==> src/rtl/rs_pkg.sv <==
// Shared definitions for the ALU reservation station, its decoder and the ALU.
//   - default widths of the station configuration
//   - TAG_FREE: tag value meaning "operand already holds its value"
//   - bit offsets of the packed op word {dest, tag2, data2, tag1, data1, op}
//   - rs_entry_t: one station entry at the default widths
package rs_pkg;

    localparam int RS_ENTRIES = 8;
    localparam int RS_DATA_W  = 32;
    localparam int RS_TAG_W   = 4;
    localparam int RS_OP_W    = 5;

    // Tags are {1'b0, rob_index}; the MSB set marks a value that is present.
    localparam logic [RS_TAG_W-1:0] TAG_FREE = {1'b1, {(RS_TAG_W-1){1'b0}}};

    // Field offsets of the packed op word, op at bit 0.
    function automatic int f_data1_lsb(int op_w);
        return op_w;
    endfunction

    function automatic int f_tag1_lsb(int op_w, int data_w);
        return op_w + data_w;
    endfunction

    function automatic int f_data2_lsb(int op_w, int data_w, int tag_w);
        return op_w + data_w + tag_w;
    endfunction

    function automatic int f_tag2_lsb(int op_w, int data_w, int tag_w);
        return op_w + 2*data_w + tag_w;
    endfunction

    function automatic int f_dest_lsb(int op_w, int data_w, int tag_w);
        return op_w + 2*data_w + 2*tag_w;
    endfunction

    function automatic int f_in_w(int op_w, int data_w, int tag_w);
        return op_w + 2*data_w + 2*tag_w + (tag_w - 1);
    endfunction

    typedef struct packed {
        logic                  busy;
        logic [RS_OP_W-1:0]    op;
        logic [RS_TAG_W-2:0]   dest;
        logic [RS_TAG_W-1:0]   tag1;
        logic [RS_DATA_W-1:0]  data1;
        logic [RS_TAG_W-1:0]   tag2;
        logic [RS_DATA_W-1:0]  data2;
    } rs_entry_t;

endpackage

==> src/rtl/rs_prio_enc.sv <==
// Lowest-index-first priority encoder.
//   req : N request bits
//   gnt : one-hot grant of the lowest set request (zero when none)
//   idx : binary index of the grant (zero when none)
//   any : at least one request is set
module rs_prio_enc #(
    parameter int N = 8
) (
    input  logic [N-1:0]         req,
    output logic [N-1:0]         gnt,
    output logic [$clog2(N)-1:0] idx,
    output logic                 any
);

    always_comb begin
        gnt = '0;
        idx = '0;
        any = |req;
        // Scan downwards so the lowest set bit is the last one written.
        for (int i = N-1; i >= 0; i--) begin
            if (req[i]) begin
                gnt    = '0;
                gnt[i] = 1'b1;
                idx    = ($clog2(N))'(i);
            end
        end
    end

endmodule

==> src/rtl/alu_rs.sv <==
// Reservation station in front of the integer ALU.
// Holds up to ENTRIES decoded ops, wakes pending operands by snooping the CDB
// and issues the lowest-index ready op to the ALU.
//   clk, rst (async, active low)
//   in_valid/in_data   : op from the decoder {dest, tag2, data2, tag1, data1, op}
//   rs_full            : no free entry, decode must stall
//   cdb_valid/tag/data : result broadcast
//   issue_valid/ready  : handshake to the ALU, issue_op/a/b/dest payload
//   flush              : synchronous clear of every entry
module alu_rs
    import rs_pkg::*;
#(
    parameter int ENTRIES = RS_ENTRIES,
    parameter int DATA_W  = RS_DATA_W,
    parameter int TAG_W   = RS_TAG_W,
    parameter int OP_W    = RS_OP_W
) (
    input  logic                                  clk,
    input  logic                                  rst,
    input  logic                                  in_valid,
    input  logic [f_in_w(OP_W, DATA_W, TAG_W)-1:0] in_data,
    output logic                                  rs_full,
    input  logic                                  cdb_valid,
    input  logic [TAG_W-1:0]                      cdb_tag,
    input  logic [DATA_W-1:0]                     cdb_data,
    output logic                                  issue_valid,
    input  logic                                  issue_ready,
    output logic [OP_W-1:0]                       issue_op,
    output logic [DATA_W-1:0]                     issue_a,
    output logic [DATA_W-1:0]                     issue_b,
    output logic [TAG_W-2:0]                      issue_dest,
    input  logic                                  flush
);

    localparam int IDX_W     = $clog2(ENTRIES);
    localparam int D1_LSB    = f_data1_lsb(OP_W);
    localparam int T1_LSB    = f_tag1_lsb(OP_W, DATA_W);
    localparam int D2_LSB    = f_data2_lsb(OP_W, DATA_W, TAG_W);
    localparam int T2_LSB    = f_tag2_lsb(OP_W, DATA_W, TAG_W);
    localparam int DEST_LSB  = f_dest_lsb(OP_W, DATA_W, TAG_W);
    localparam logic [TAG_W-1:0] FREE_TAG = {1'b1, {(TAG_W-1){1'b0}}};

    logic [ENTRIES-1:0] busy_q;
    logic [OP_W-1:0]    op_q    [ENTRIES];
    logic [TAG_W-2:0]   dest_q  [ENTRIES];
    logic [TAG_W-1:0]   tag1_q  [ENTRIES];
    logic [DATA_W-1:0]  data1_q [ENTRIES];
    logic [TAG_W-1:0]   tag2_q  [ENTRIES];
    logic [DATA_W-1:0]  data2_q [ENTRIES];

    logic [OP_W-1:0]    in_op;
    logic [TAG_W-2:0]   in_dest;
    logic [TAG_W-1:0]   in_tag1, in_tag2;
    logic [DATA_W-1:0]  in_data1, in_data2;
    logic               in_hit1, in_hit2;

    assign in_op    = in_data[0 +: OP_W];
    assign in_data1 = in_data[D1_LSB +: DATA_W];
    assign in_tag1  = in_data[T1_LSB +: TAG_W];
    assign in_data2 = in_data[D2_LSB +: DATA_W];
    assign in_tag2  = in_data[T2_LSB +: TAG_W];
    assign in_dest  = in_data[DEST_LSB +: TAG_W-1];

    // Result broadcast in the allocation cycle would otherwise be missed.
    assign in_hit1 = cdb_valid && (in_tag1 != FREE_TAG) && (in_tag1 == cdb_tag);
    assign in_hit2 = cdb_valid && (in_tag2 != FREE_TAG) && (in_tag2 == cdb_tag);

    logic [ENTRIES-1:0] free_req, free_gnt;
    logic [IDX_W-1:0]   free_idx;
    logic               free_any;
    logic [ENTRIES-1:0] rdy_req, rdy_gnt;
    logic [IDX_W-1:0]   rdy_idx;
    logic               rdy_any;

    assign free_req = ~busy_q;

    always_comb begin
        rdy_req = '0;
        for (int i = 0; i < ENTRIES; i++) begin
            rdy_req[i] = busy_q[i] && (tag1_q[i] == FREE_TAG) && (tag2_q[i] == FREE_TAG);
        end
    end

    rs_prio_enc #(.N(ENTRIES)) u_free_sel (
        .req (free_req),
        .gnt (free_gnt),
        .idx (free_idx),
        .any (free_any)
    );

    rs_prio_enc #(.N(ENTRIES)) u_rdy_sel (
        .req (rdy_req),
        .gnt (rdy_gnt),
        .idx (rdy_idx),
        .any (rdy_any)
    );

    logic               alloc_fire, issue_fire;
    logic [ENTRIES-1:0] alloc_mask, issue_mask;

    assign rs_full    = ~free_any;
    assign alloc_fire = in_valid && free_any;
    assign issue_fire = rdy_any && issue_ready;
    assign alloc_mask = alloc_fire ? free_gnt : '0;
    assign issue_mask = issue_fire ? rdy_gnt : '0;

    // Allocation only targets slots free at the start of the cycle, so a slot
    // released by this cycle's issue stays empty until the next one.
    always_ff @(posedge clk or negedge rst) begin
        if (!rst) begin
            busy_q <= '0;
        end else if (flush) begin
            busy_q <= '0;
        end else begin
            busy_q <= (busy_q | alloc_mask) & ~issue_mask;
        end
    end

    // Payload carries no reset: it is only observed through busy entries.
    always_ff @(posedge clk) begin
        for (int i = 0; i < ENTRIES; i++) begin
            if (cdb_valid && busy_q[i]) begin
                if ((tag1_q[i] != FREE_TAG) && (tag1_q[i] == cdb_tag)) begin
                    tag1_q[i]  <= FREE_TAG;
                    data1_q[i] <= cdb_data;
                end
                if ((tag2_q[i] != FREE_TAG) && (tag2_q[i] == cdb_tag)) begin
                    tag2_q[i]  <= FREE_TAG;
                    data2_q[i] <= cdb_data;
                end
            end
        end
        if (alloc_fire) begin
            op_q[free_idx]    <= in_op;
            dest_q[free_idx]  <= in_dest;
            tag1_q[free_idx]  <= in_hit1 ? FREE_TAG : in_tag1;
            data1_q[free_idx] <= in_hit1 ? cdb_data : in_data1;
            tag2_q[free_idx]  <= in_hit2 ? FREE_TAG : in_tag2;
            data2_q[free_idx] <= in_hit2 ? cdb_data : in_data2;
        end
    end

    // Zeroed when idle so the ALU never sees unwritten payload.
    assign issue_valid = rdy_any;
    assign issue_op    = rdy_any ? op_q[rdy_idx]    : '0;
    assign issue_a     = rdy_any ? data1_q[rdy_idx] : '0;
    assign issue_b     = rdy_any ? data2_q[rdy_idx] : '0;
    assign issue_dest  = rdy_any ? dest_q[rdy_idx]  : '0;

endmodule

==> config.mk <==
export PLATFORM = sky130hd
export DESIGN_NAME = alu_rs
export DESIGN_NICKNAME = d
export VERILOG_FILES = /design/src/rtl/rs_pkg.sv /design/src/rtl/rs_prio_enc.sv /design/src/rtl/alu_rs.sv
export SDC_FILE = /design/constraint.sdc
export NUM_CORES = 1
export LEC_CHECK = 0
export CORE_MARGIN = 2
export CORE_UTILIZATION = 55
export DETAILED_ROUTE_END_ITERATION = 8
export DONT_BUFFER_PORTS = 1
export PLACE_DENSITY = 0.79
export SKIP_CTS_REPAIR_TIMING = 1
export SLEW_MARGIN = 20
export SYNTH_ARGS = -nofsm -noshare
export SYNTH_HDL_FRONTEND = slang
export SYNTH_SLANG_ARGS = --single-unit
==> constraint.sdc <==
create_clock -name clk -period 6 [get_ports clk]
set_clock_uncertainty 0.15 [all_clocks]
set_input_delay 1.2 -clock clk [delete_from_list [all_inputs] [get_ports clk]]
set_output_delay 1.2 -clock clk [all_outputs]
set_load 0.01 [all_outputs]
Word level (Yosys, flattened, before mapping)

Memory sizes are Yosys's and may differ from the RTL's.
Index checks and enable logic that the tools add are counted.

Memories: 6
Bits in writable memories: 640
Word-level logic and storage cells: 205
Register bits: 8
Output and inout bits: 74

Reductions and logical operators: 48
Bitwise operators: 5
Multiplexer cells: 93
Equality and inequality tests: 52

Memories:

| name    | depth | width | read ports | clocked after Yosys merged registers in | write ports | line         | RTL |
|---|---|---|---|---|---|---|---|
| data1_q | 8     | 32    | 1          | 0                                       | 9           | alu_rs.sv:47 | `logic [DATA_W-1:0] data1_q [ENTRIES];` |
| data2_q | 8     | 32    | 1          | 0                                       | 9           | alu_rs.sv:49 | `logic [DATA_W-1:0] data2_q [ENTRIES];` |
| op_q    | 8     | 5     | 1          | 0                                       | 1           | alu_rs.sv:44 | `logic [OP_W-1:0] op_q [ENTRIES];` |
| tag1_q  | 8     | 4     | 8          | 0                                       | 9           | alu_rs.sv:46 | `logic [TAG_W-1:0] tag1_q [ENTRIES];` |
| tag2_q  | 8     | 4     | 8          | 0                                       | 9           | alu_rs.sv:48 | `logic [TAG_W-1:0] tag2_q [ENTRIES];` |
| dest_q  | 8     | 3     | 1          | 0                                       | 1           | alu_rs.sv:45 | `logic [TAG_W-2:0] dest_q [ENTRIES];` |

Operators by type and width:

| operator                                      | count |
|---|---|
| 8-bit two-way mux                             | 19 |
| 32-bit two-way mux                            | 4 |
| 4-bit == test                                 | 18 |
| 4-bit inequality test (second input constant) | 18 |
| 4-bit == test (second input constant)         | 16 |
| 3-bit two-way mux                             | 17 |
| 1-bit two-way mux                             | 50 |
| 1-bit logical AND                             | 46 |
| 8-bit inverter                                | 2 |
| 8-bit OR reduction                            | 2 |
| 8-bit AND                                     | 1 |
| 4-bit two-way mux                             | 2 |
| 8-bit OR                                      | 1 |
| 5-bit two-way mux                             | 1 |
| 1-bit inverter                                | 1 |

Longest topological paths before layout

Depth after elaboration: 15
Mapped depth: 11

By module

From an unflattened synthesis, not the netlist that was laid out.

Cells, all modules: 1946
Area total of the unflattened synthesis: 33782.4 µm²

Modules (own cells, without submodules):

| module      | cells an instance | times used | area each (µm²) | sequential area each (µm²) |
|---|---|---|---|---|
| alu_rs      | 1898              | 1          | 33494.6         | 19418.6 |
| rs_prio_enc | 24                | 2          | 143.9           | 0.0 |

Least setup slack after synthesis

OpenSTA, ideal clock, no wires.

Path type: input port to flip-flop
Start: input cdb_tag[0]
End: memory data2_q[1][0] in the netlist's numbering, enable pin
Arrival time: 6042 ps
Stages: 5
Required time: 5321 ps
Path buffers: 2
Path slack: -722 ps
Cells stage by stage: buf_1 > clkbuf_1 > xnor2_1 > nand3_1 > o41ai_1

RTL lines:

| what            | line         | RTL |
|---|---|---|
| start, declared | alu_rs.sv:24 | `input logic [TAG_W-1:0] cdb_tag,` |
| end, declared   | alu_rs.sv:49 |  |

==> results.md <==
- RR Startpoint: busy_q[1]$_DFF_PN0_
- R2r worst-path depth: 7
- Synth top area share: 0.601
- Peak Freq: 177 MHz
- Vias/cell: 6.66
- H-tree Lvls: 3
- Setup TNS: 0 ns
- Placed Instances: 2802
- Psw: 1.99 mW
- GRT Util Overall: 0.293
- Tot Pwr: 9.69 mW
- Largest net degree at the start of global routing: 73
- IO Port Bufs: 0
- Layout cell share with drive strength beyond 1: 0.352
- Most frequent cells after synthesis: 640 x edfxtp_1, 563 x mux2_2, 205 x nor2_1
- Final HPWL DP: 50200 um
- Largest cells by area after synthesis: edfxtp_1 60%, mux2_2 20%, mux2i_1 4.5%
- Post-layout util: 0.610
- Max FO, Critical Path: 59
- Worst EP required: 4.65 ns
- Io pins: 196
- Yosys reg bits: 648
- Status: finished, final reports clean
- R2r setup slk: 2.13 ns
- Final instance area: 0.0351 mm^2
- Vias in the first global route: 19900
- Share of power burned in registers: 0.525
- CP Capture Type: primary output
- Clock net sink count: 648
- First-pass GRT wire length: 130000 um
- DR iter-0 viols: 2280
- Syn_nets: 2285
- CTS Buf Count: 70
- Dpl ws: 1.02 ns
- Tmin final: 5.65 ns
- Clk Tree Root Cell: clkbuf_16
- Sequential fraction of the synthesis area: 0.607
- Clk slew on worst S/H paths: 0.06 ns
- Comb power frac: 0.043
- Slew @ Worst Pin: 1.19 ns
- Worst VDD drop: 213 uV
- Rows: 88
- ANT nets after route: 0
- Die height: 245 um
- Static leakage: 11.4 nW
- Avg Synthesized Cell Area: 14.8 um^2
- Latest clock arrival within the worst-skew pair: 0.62 ns
- Wire per inst: 30.2 um
- Final RePlAce weighted congestion: 0.881
- Sw Ratio: 0.205
- Type of the worst setup path: reg2out
- Int Power: 7.70 mW
- Grt total ovfl: 0
- Final WL: 88400 um
- Startpoint Class: register
- Max-cap violation count: 0
- Number of remaining DRC errors: 0
- Final #Nets: 2231
- Initial antenna violation count: 0
- Post-synth top flop: edfxtp_1
- Setup Viol. Count Final: 0
- Placed cell areas: 0.0329 mm^2
- Synth async-reset ratio: 0.0123
- Arrival time worst endpoint: 4.30 ns
- RSZ-0062 raised after global routing: no
- Worst min path class: in2async
- Longest Clk Path Bufs: 3
- CTS tree: done
- Hold Slack: 0.126 ns
- Core ar.: 0.0576 mm^2
- Drt pass-1 iters: 6
- Power share of the clock group: 0.432
- Area leader, netlist: edfxtp_1
- Mapped Area: 0.0320 mm^2
- Via count: 19500
- Diodes inserted: 0
- Final Cycle Share: 0.941
- Die Area: 0.0601 mm^2
- Initial Util: 0.555
- Number of synthesized flops with an enable pin: 640
- Cell variety after synth: 52
- Most common cell in the synthesized netlist: edfxtp_1
- Cell Pwr Density: 276 mW/mm^2
- Yosys warning count: 0
- Slew HR: 0.201
- Max Transition Viols Final: 0
- Final cell count without fillers: 2927
- Post-Synthesis Cells: 2163
- Setup ws final: 0.354 ns
- Final Hold Fails: 0
- Area grow syn2layout: 9.79%
- Die width: 245 um
- R2r endpoint: data1_q[7][0]$_DFFE_PP_
[worst max-delay path: stages (launching register included)]
cell      delay, ns
edfxtp_1       0.42
or4b_1         0.58
or3_4          0.41
o211a_1        0.25
a211oi_2       0.37
o21a_4         0.51
buf_12         0.44
mux2i_1        0.25
o221ai_1       0.18
buf_4          0.25
[logic make-up after synthesis]
kind of cell           synth area share
AND/OR/NAND/NOR                  0.0468
XOR/XNOR                         0.0170
buffers and inverters            0.0276
AO/OA/AOI/OAI                    0.0503
multiplexers                      0.251
flip-flops                        0.607
[cells in the final DEF, fill, tap and decap left out, types with 6 or more instances in the layout]
master	instances
a21oi_1	9
buf_12	8
buf_4	48
clkbuf_1	18
clkbuf_16	74
clkinv_1	9
clkinv_2	12
dfrtp_1	8
edfxtp_1	640
inv_1	10
mux2_1	21
mux2_2	563
mux2i_1	144
nand2_1	43
nand2_2	13
nand3_1	16
nor2_1	205
nor3_1	9
nor4_1	6
o221ai_1	144
o41ai_4	8
or3_1	8
xnor2_1	22
xor2_1	40
[how the worst max path moves through the flow]
stage                         endpoint                        from
2_1_floorplan  data2_q[1][0]$_DFFE_PP_                  cdb_tag[0]
3_3_place_gp             issue_dest[0]  tag2_q[7][0]$_SDFFCE_PP0P_
3_5_place_dp               issue_b[31]  tag2_q[7][0]$_SDFFCE_PP0P_
4_1_cts                    issue_b[31]  tag2_q[7][0]$_SDFFCE_PP0P_
5_1_grt                    issue_b[31]  tag2_q[7][0]$_SDFFCE_PP0P_
6_report                   issue_b[31]  tag2_q[7][0]$_SDFFCE_PP0P_
[per-layer routing]
layer,wire (um),GRT usage
met5,0,0
met4,3100,0.110
met1,33100,0.368
met3,8010,0.0654
met2,44100,0.498
[final cells by class]
| class | count | area (um^2) |
|---|---|---|
| Fill cell | 4129 | 22500 |
| Multi-Input combinational cell | 1323 | 12000 |
| Clock inverter | 31 | 251 |
| Inverter | 10 | 37.5 |
| Clock buffer | 94 | 1950 |
| Timing Repair Buffer | 56 | 520 |
| Tap cell | 765 | 957 |
| Sequential cell | 648 | 19400 |
[state kept, by name (all words and copies together) (netlist names)]
signal / cells
data2_q: 256
data1_q: 256
tag1_q: 32
busy_q: 8
tag2_q: 32
op_q: 40
dest_q: 24
[power groups by stage]
stage	logic, mW	clock network (mW)	registers (mW)
6_report	0.419	4.18	5.08
5_1_grt	0.447	4.37	5.09
4_1_cts	0.417	4.21	5.08
3_5_place_dp	0.413	0	5.18
3_3_place_gp	0.393	0	5.17
2_1_floorplan	0.346	0	5.17
Power figures use the tool's default switching activity.
